**config.mk**
```make
export PLATFORM = sky130hd
export DESIGN_NAME = vga_timing_ctrl
export DESIGN_NICKNAME = d
export VERILOG_FILES = /design/src/rtl/vga_pkg.sv /design/src/rtl/vga_delay_line.sv /design/src/rtl/vga_timing_ctrl.sv
export SDC_FILE = /design/constraint.sdc
export NUM_CORES = 1
export LEC_CHECK = 0
export CAP_MARGIN = 20
export CORE_AREA = 2 2 76 78
export CTS_CLUSTER_DIAMETER = 60
export CTS_CLUSTER_SIZE = 14
export DETAILED_ROUTE_END_ITERATION = 8
export DIE_AREA = 0 0 78 80
export PLACE_DENSITY_LB_ADDON = 0.2
export SLEW_MARGIN = 20
export SYNTH_ARGS = -nofsm -noshare
export SYNTH_HDL_FRONTEND = slang
export SYNTH_SLANG_ARGS = --single-unit
```
**constraint.sdc**
```tcl
create_clock -name vga_clk -period 2.26 [get_ports vga_clk]
set_input_delay 0.452 -clock vga_clk [delete_from_list [all_inputs] [get_ports vga_clk]]
set_output_delay 0.452 -clock vga_clk [all_outputs]
set_load 0.05 [all_outputs]
```
**src/rtl/vga_pkg.sv**
```systemverilog
// vga_pkg: shared VGA constants (640x480@60 defaults), pixel type and
// colour-bar helper used by vga_timing_ctrl.
package vga_pkg;
  localparam int DEF_H_ACTIVE = 640;
  localparam int DEF_H_FP = 16;
  localparam int DEF_H_SYNC = 96;
  localparam int DEF_H_BP = 48;
  localparam int DEF_V_ACTIVE = 480;
  localparam int DEF_V_FP = 10;
  localparam int DEF_V_SYNC = 2;
  localparam int DEF_V_BP = 33;
  localparam int DEF_CW = 4;
  localparam bit POL_LOW = 1'b0;
  localparam bit POL_HIGH = 1'b1;
  typedef struct packed {
    logic [DEF_CW-1:0] b;
    logic [DEF_CW-1:0] g;
    logic [DEF_CW-1:0] r;
  } rgb_t;
  function automatic int unsigned bar_of(input int unsigned col, input int unsigned h_active);
    return col * 8 / h_active;
  endfunction
endpackage

```
**src/rtl/vga_delay_line.sv**
```systemverilog
// vga_delay_line: DEPTH-stage register pipeline with async active-low clear;
// DEPTH=0 is a plain wire.
module vga_delay_line #(
  parameter int WIDTH = 1,
  parameter int DEPTH = 1
) (
  input  logic             vga_clk,
  input  logic             clrn,
  input  logic [WIDTH-1:0] din,
  output logic [WIDTH-1:0] dout
);
  if (DEPTH == 0) begin : g_wire
    assign dout = din;
  end else begin : g_pipe
    logic [WIDTH*DEPTH-1:0] pipe_q, pipe_d;
    // newest entry sits in the LSBs, oldest at the top
    always_comb pipe_d = (WIDTH*DEPTH)'({pipe_q, din});
    always_ff @(posedge vga_clk or negedge clrn)
      if (!clrn) pipe_q <= '0;
      else pipe_q <= pipe_d;
    assign dout = pipe_q[WIDTH*DEPTH-1 -: WIDTH];
  end
endmodule

```
**src/rtl/vga_timing_ctrl.sv**
```systemverilog
// vga_timing_ctrl: VGA raster timing, frame-buffer read addressing and RGB/sync
// outputs aligned to RD_LAT read latency; VGA_TEST_PATTERN_EN adds pat_sel colour bars.
module vga_timing_ctrl
  import vga_pkg::*;
#(
  parameter int H_ACTIVE = DEF_H_ACTIVE,
  parameter int H_FP = DEF_H_FP,
  parameter int H_SYNC = DEF_H_SYNC,
  parameter int H_BP = DEF_H_BP,
  parameter int V_ACTIVE = DEF_V_ACTIVE,
  parameter int V_FP = DEF_V_FP,
  parameter int V_SYNC = DEF_V_SYNC,
  parameter int V_BP = DEF_V_BP,
  parameter bit HS_POL = POL_LOW,
  parameter bit VS_POL = POL_LOW,
  parameter int CW = DEF_CW,
  parameter int RD_LAT = 1,
  localparam int RW = $clog2(V_ACTIVE),
  localparam int CA = $clog2(H_ACTIVE)
) (
  input  logic          vga_clk,
  input  logic          clrn,
  input  logic [3*CW-1:0] d_in,
`ifdef VGA_TEST_PATTERN_EN
  input  logic          pat_sel,
`endif
  output logic [RW-1:0] row_addr,
  output logic [CA-1:0] col_addr,
  output logic          rdn,
  output logic [CW-1:0] r,
  output logic [CW-1:0] g,
  output logic [CW-1:0] b,
  output logic          hs,
  output logic          vs,
  output logic          de,
  output logic          frame_start,
  output logic          line_start
);
  localparam int H_START = H_SYNC + H_BP;
  localparam int V_START = V_SYNC + V_BP;
  localparam int H_TOTAL = H_START + H_ACTIVE + H_FP;
  localparam int V_TOTAL = V_START + V_ACTIVE + V_FP;
  localparam int HW = $clog2(H_TOTAL);
  localparam int VW = $clog2(V_TOTAL);
`ifdef VGA_TEST_PATTERN_EN
  localparam int FW = 5 + CA;
`else
  localparam int FW = 5;
`endif
  logic [HW-1:0] h_cnt_q, h_cnt_d, h_off;
  logic [VW-1:0] v_cnt_q, v_cnt_d, v_off;
  logic h_end, v_end, act, pat_on;
  logic [RW-1:0] row_addr_q, row_addr_d;
  logic [CA-1:0] col_addr_q, col_addr_d;
  logic rdn_q, rdn_d;
  logic [4:0] st_q, st_d;
  logic [FW-1:0] dl_in, dl;
  logic [3*CW-1:0] pix_q, pix_d, pix_src;
  logic hs_q, hs_d, vs_q, vs_d, de_q, de_d, fs_q, fs_d, ls_q, ls_d;
`ifdef VGA_TEST_PATTERN_EN
  logic pat_q, pat_d;
  logic [2:0] bar_k;
  // pattern select only changes at the frame wrap, deep inside blanking
  always_comb begin
    pat_d = (h_end && v_end) ? pat_sel : pat_q;
    bar_k = 3'(bar_of(32'(dl[FW-1 -: CA]), H_ACTIVE));
    pix_src = pat_q ? {{CW{bar_k[2]}}, {CW{bar_k[1]}}, {CW{bar_k[0]}}} : d_in;
  end
  always_ff @(posedge vga_clk or negedge clrn)
    if (!clrn) pat_q <= 1'b0;
    else pat_q <= pat_d;
  assign pat_on = pat_q;
  assign dl_in = {col_addr_q, st_q};
`else
  assign pat_on = 1'b0;
  assign pix_src = d_in;
  assign dl_in = st_q;
`endif
  // offsets wrap to large values before the active window, so one compare per axis suffices
  always_comb begin
    h_end = h_cnt_q == HW'(H_TOTAL - 1);
    v_end = v_cnt_q == VW'(V_TOTAL - 1);
    h_cnt_d = h_end ? '0 : h_cnt_q + 1'b1;
    v_cnt_d = !h_end ? v_cnt_q : v_end ? '0 : v_cnt_q + 1'b1;
    h_off = h_cnt_q - HW'(H_START);
    v_off = v_cnt_q - VW'(V_START);
    act = (h_off < HW'(H_ACTIVE)) && (v_off < VW'(V_ACTIVE));
    row_addr_d = v_off[RW-1:0];
    col_addr_d = h_off[CA-1:0];
    rdn_d = ~(act & ~pat_on);
    st_d = {act && h_off == '0 && v_off == '0, act && h_off == '0,
            v_cnt_q < VW'(V_SYNC), h_cnt_q < HW'(H_SYNC), act};
    de_d = dl[0];
    hs_d = dl[1] ^ ~HS_POL;
    vs_d = dl[2] ^ ~VS_POL;
    ls_d = dl[3];
    fs_d = dl[4];
    pix_d = dl[0] ? pix_src : '0;
  end
  vga_delay_line #(.WIDTH(FW), .DEPTH(RD_LAT)) u_dly (
    .vga_clk(vga_clk),
    .clrn(clrn),
    .din(dl_in),
    .dout(dl)
  );
  always_ff @(posedge vga_clk or negedge clrn)
    if (!clrn) begin
      h_cnt_q <= '0;
      v_cnt_q <= '0;
      row_addr_q <= '0;
      col_addr_q <= '0;
      rdn_q <= 1'b1;
      st_q <= '0;
      pix_q <= '0;
      de_q <= 1'b0;
      hs_q <= ~HS_POL;
      vs_q <= ~VS_POL;
      fs_q <= 1'b0;
      ls_q <= 1'b0;
    end else begin
      h_cnt_q <= h_cnt_d;
      v_cnt_q <= v_cnt_d;
      row_addr_q <= row_addr_d;
      col_addr_q <= col_addr_d;
      rdn_q <= rdn_d;
      st_q <= st_d;
      pix_q <= pix_d;
      de_q <= de_d;
      hs_q <= hs_d;
      vs_q <= vs_d;
      fs_q <= fs_d;
      ls_q <= ls_d;
    end
  assign row_addr = row_addr_q;
  assign col_addr = col_addr_q;
  assign rdn = rdn_q;
  assign {b, g, r} = pix_q;
  assign hs = hs_q;
  assign vs = vs_q;
  assign de = de_q;
  assign frame_start = fs_q;
  assign line_start = ls_q;
endmodule

```
==> flow_summary_export.csv, run 1 <==
group,metric,value,unit
outcome,status,"completed",
floorplan,initial_core_util,0.503,
logic_synthesis,synth_edf_count,0,
clock_tree,cts_sinks,67,
placement,place.port_buffers,50,
logic_synthesis,ys_seq_elements,67,
clock_tree,post_cts_buffers,0,
logic_synthesis,ys_top_cells_by_area,"dfrtp_1 59%, xnor2_1 4.5%, ha_1 3.7%, dfstp_2 2.9%, and2_1 2.8%",
hold_path,min_path_type,"in -> async",
clock_tree,cts_inserted_buffers,9,
clock_tree,cts-resized-gates,0,
power,leakagePower,1.60,nW
layout,post_route_cells_drive_above_1_share,0.116,
critical_path,cp_slowest_cell,"clkdlybuf4s50_1",
clock_tree,cts_hold_buf,0,
logic_synthesis,synth_area,2720,µm²
timing,hold_violations,0,
floorplan,die_h,80,µm
logic_synthesis,yosysUniqueCellTypes,42,
layout,fin_nets,302,
power,p_sw,0.457,mW
placement,gp_congestion,0.778,
route,wire_per_inst,13.5,µm
route,routed_wl,4.80,mm
route,drt_iter0_markers,83,
clock_tree,cts_max_path_buffers,2,
route,drt-pass1-iter-count,4,
clock_tree,clk_pin_slew_worst_paths,0.07,ns
critical_path,worst_setup_path_end_kind,"primary output",
clock_tree,h-tree-depth,3,
power,p_int,1.76,mW
floorplan,ioPinCount,51,
route,vias_per_cell,4.99,
power,swShare,0.206,
global_route,grt_pass1_vias,1712,
route,drc,0,
logic_synthesis,yosysSeqAreaShare,0.618,
critical_path,critPathRequiredTime,1.81,ns
critical_path,crit_type,"reg -> out",
timing,fin_crit,2.12,ns
timing,finalCritPeriodShare,0.937,
floorplan,die_w,78,µm
power,p_clk_frac,0.437,
global_route,grt_pass1_wl,8.20,mm
clock_tree,worstSkewPairLatency,0.33,ns
logic_synthesis,avgSynthCellArea,12.1,µm²
route,vias,1781,
floorplan,fp-row-count,27,
critical_path,cp_max_fo,1,
critical_path,rrSetupSlack,0.30,ns
timing,relSlewSlack,0.649,
run,cap_viol_max_count,0,
critical_path,cp_num_buf_inv,1,
timing,maxSlewViolCount,0,
timing,worst_pin_slew,0.526,ns
logic_synthesis,synth_top_area_cell,"dfrtp_1",
critical_path,cp_data_arrival_time,1.67,ns
global_route,antenna_found_initial,0,
clock_tree,cts_tree,"yes",
power,power_density,632,nW/µm²
logic_synthesis,netlist_instances,224,
floorplan,die-area,6240,µm²
global_route,grt_max_degree,30,
power,pwr-share-seq,0.542,
critical_path,cpPeakStageDelay,0.81,ns
logic_synthesis,yosys_warnings,0,
timing,setup_viol,0,
layout,final_util,0.648,
critical_path,cp_cell_sequence,"clkdlybuf4s50_1",
global_route,gr-total-overflow,0,
critical_path,setup.worst_path.start_class,"register",
floorplan,core,5410,µm²
timing,tns,0,ns
logic_synthesis,synth_fp_nets,246,
route,ant_nets,0,
logic_synthesis,synth_ff_type,"dfrtp_1",
placement,hpwl,3.32,mm
critical_path,crit_family,"buffers and inverters",
power,comb_power_share,0.022,
global_route,track_usage,0.177,
timing,rsz0062_at_grt,"no",
logic_synthesis,synth_top_area_share,0.589,
layout,n_antenna_cell,0,
timing,fmax,472,MHz
timing,skew,0.00658,ns
power,max-vdd-ir-drop,0.000516,V
logic_synthesis,async_flop_share,1.00,
power,finalPower,2.21,mW
clock_tree,root_buffer,"clkbuf_8",
layout,synthToLayoutAreaGrowth,28.9,%
## layer usage
metal | vias up | share of wire | global-route usage
met5 | - | 0 | 0
met4 | 0 | 0.022 | 0.104
met3 | 9 | 0.064 | 0.0554
met2 | 57 | 0.43 | 0.250
met1 | 843 | 0.48 | 0.240
li1 | 872 | - | -
## worst paths after layout
kind / from / to / cells past startpoint
max: rdn / rdn / 1
min: clrn / pix_q[0] / 1
max reg2reg: h_cnt_q[8] / v_cnt_q[2] / 6
min reg2reg: dl_in[0] / u_dly.dout[0] / 0
max in group asynchronous: clrn / vs / 2
min in group vga_clk: dl_in[0] / u_dly.dout[0] / 0
## sequential cells by signal (all words and copies together), names as in the netlist
name and count:
frame_start 1, v_cnt_q 10, hs 1, vs 1, h_cnt_q 10, col_addr 10, dl_in 5, u_dly.dout 5
rdn 1, de 1, row_addr 9, pix_q 12, line_start 1
## power by group through the flow
stage	sequential [mW]	combinational, mW	clock, mW
finish	1.20	0.0476	0.966
global route	1.20	0.0551	1.06
CTS	1.20	0.0501	0.991
detailed placement	1.22	0.0495	0
global placement	1.22	0.0502	0
floorplan	1.22	0.00000128	0
## area by class of cell
| cell class | count | area [µm²] |
|---|---|---|
| inverters | 14 | 52.6 |
| well taps | 72 | 90.1 |
| multi-input cells | 131 | 926 |
| clock inverters | 5 | 52.6 |
| clock buffers | 11 | 141 |
| flip-flops and latches | 67 | 1680 |
| repair buffers | 57 | 561 |
| fillers | 413 | 1900 |
## cells by family after synthesis
kind of cell,Yosys count,synth area share
adders and majority gates,8,0.0368
DFF,67,0.618
muxes,1,0.00414
xor gates and xnor gates,21,0.0677
and+or+nand+nor,72,0.154
AOI/OAI and AO/OA,29,0.0783
buffers and inverters,26,0.0410
## through the flow
step | std cells | cell area [µm²] | setup WS, ns | hold WS (ns)
after floorplan | 224 | 2720 | 0.506 | 0.156
after global placement | 341 | 3310 | 0.371 | 0.332
after detailed placement | 341 | 3310 | 0.315 | 0.336
after CTS | 357 | 3500 | 0.111 | 0.0285
after global routing | 357 | 3500 | 0.0919 | 0.0451
final | 357 | 3500 | 0.142 | 0.0354
## cell usage in the layout (no fill, tap or decap), types with 3 or more instances in the layout
cell and n:
a21oi_1 5, and2_1 12, and3_1 6, buf_4 6
clkbuf_8 10, clkdlybuf4s50_1 49, clkinv_2 3, dfrtp_1 64
dfstp_2 3, ha_1 8, inv_1 14, nand2_1 12
nand3_1 3, nand4_1 7, nor2_1 9, nor3_1 6
o21ai_0 10, or3_1 4, xnor2_1 14, xor2_1 7
## cells in the mapped netlist (2+ instances only)
library cell	count
dfrtp_1	64
inv_1	14
xnor2_1	14
and2_1	12
nand2_1	12
o21ai_0	10
nor2_1	9
ha_1	8
nand4_1	7
xor2_1	7
and3_1	6
nor3_1	6
a21oi_1	5
buf_2	5
clkbuf_1	5
or3_1	4
dfstp_2	3
nand3_1	3
a21o_1	2
a31oi_1	2
buf_4	2
nand4b_1	2
nor3_2	2
nor4_1	2
No activity file was read; power rests on OpenSTA's default activity.
==> run 2, diff against run 1 <==
- ABC_AREA: not set -> 0
==> results of run 2 <==
Final layout, timing and power as in run 1 (identical DEF).
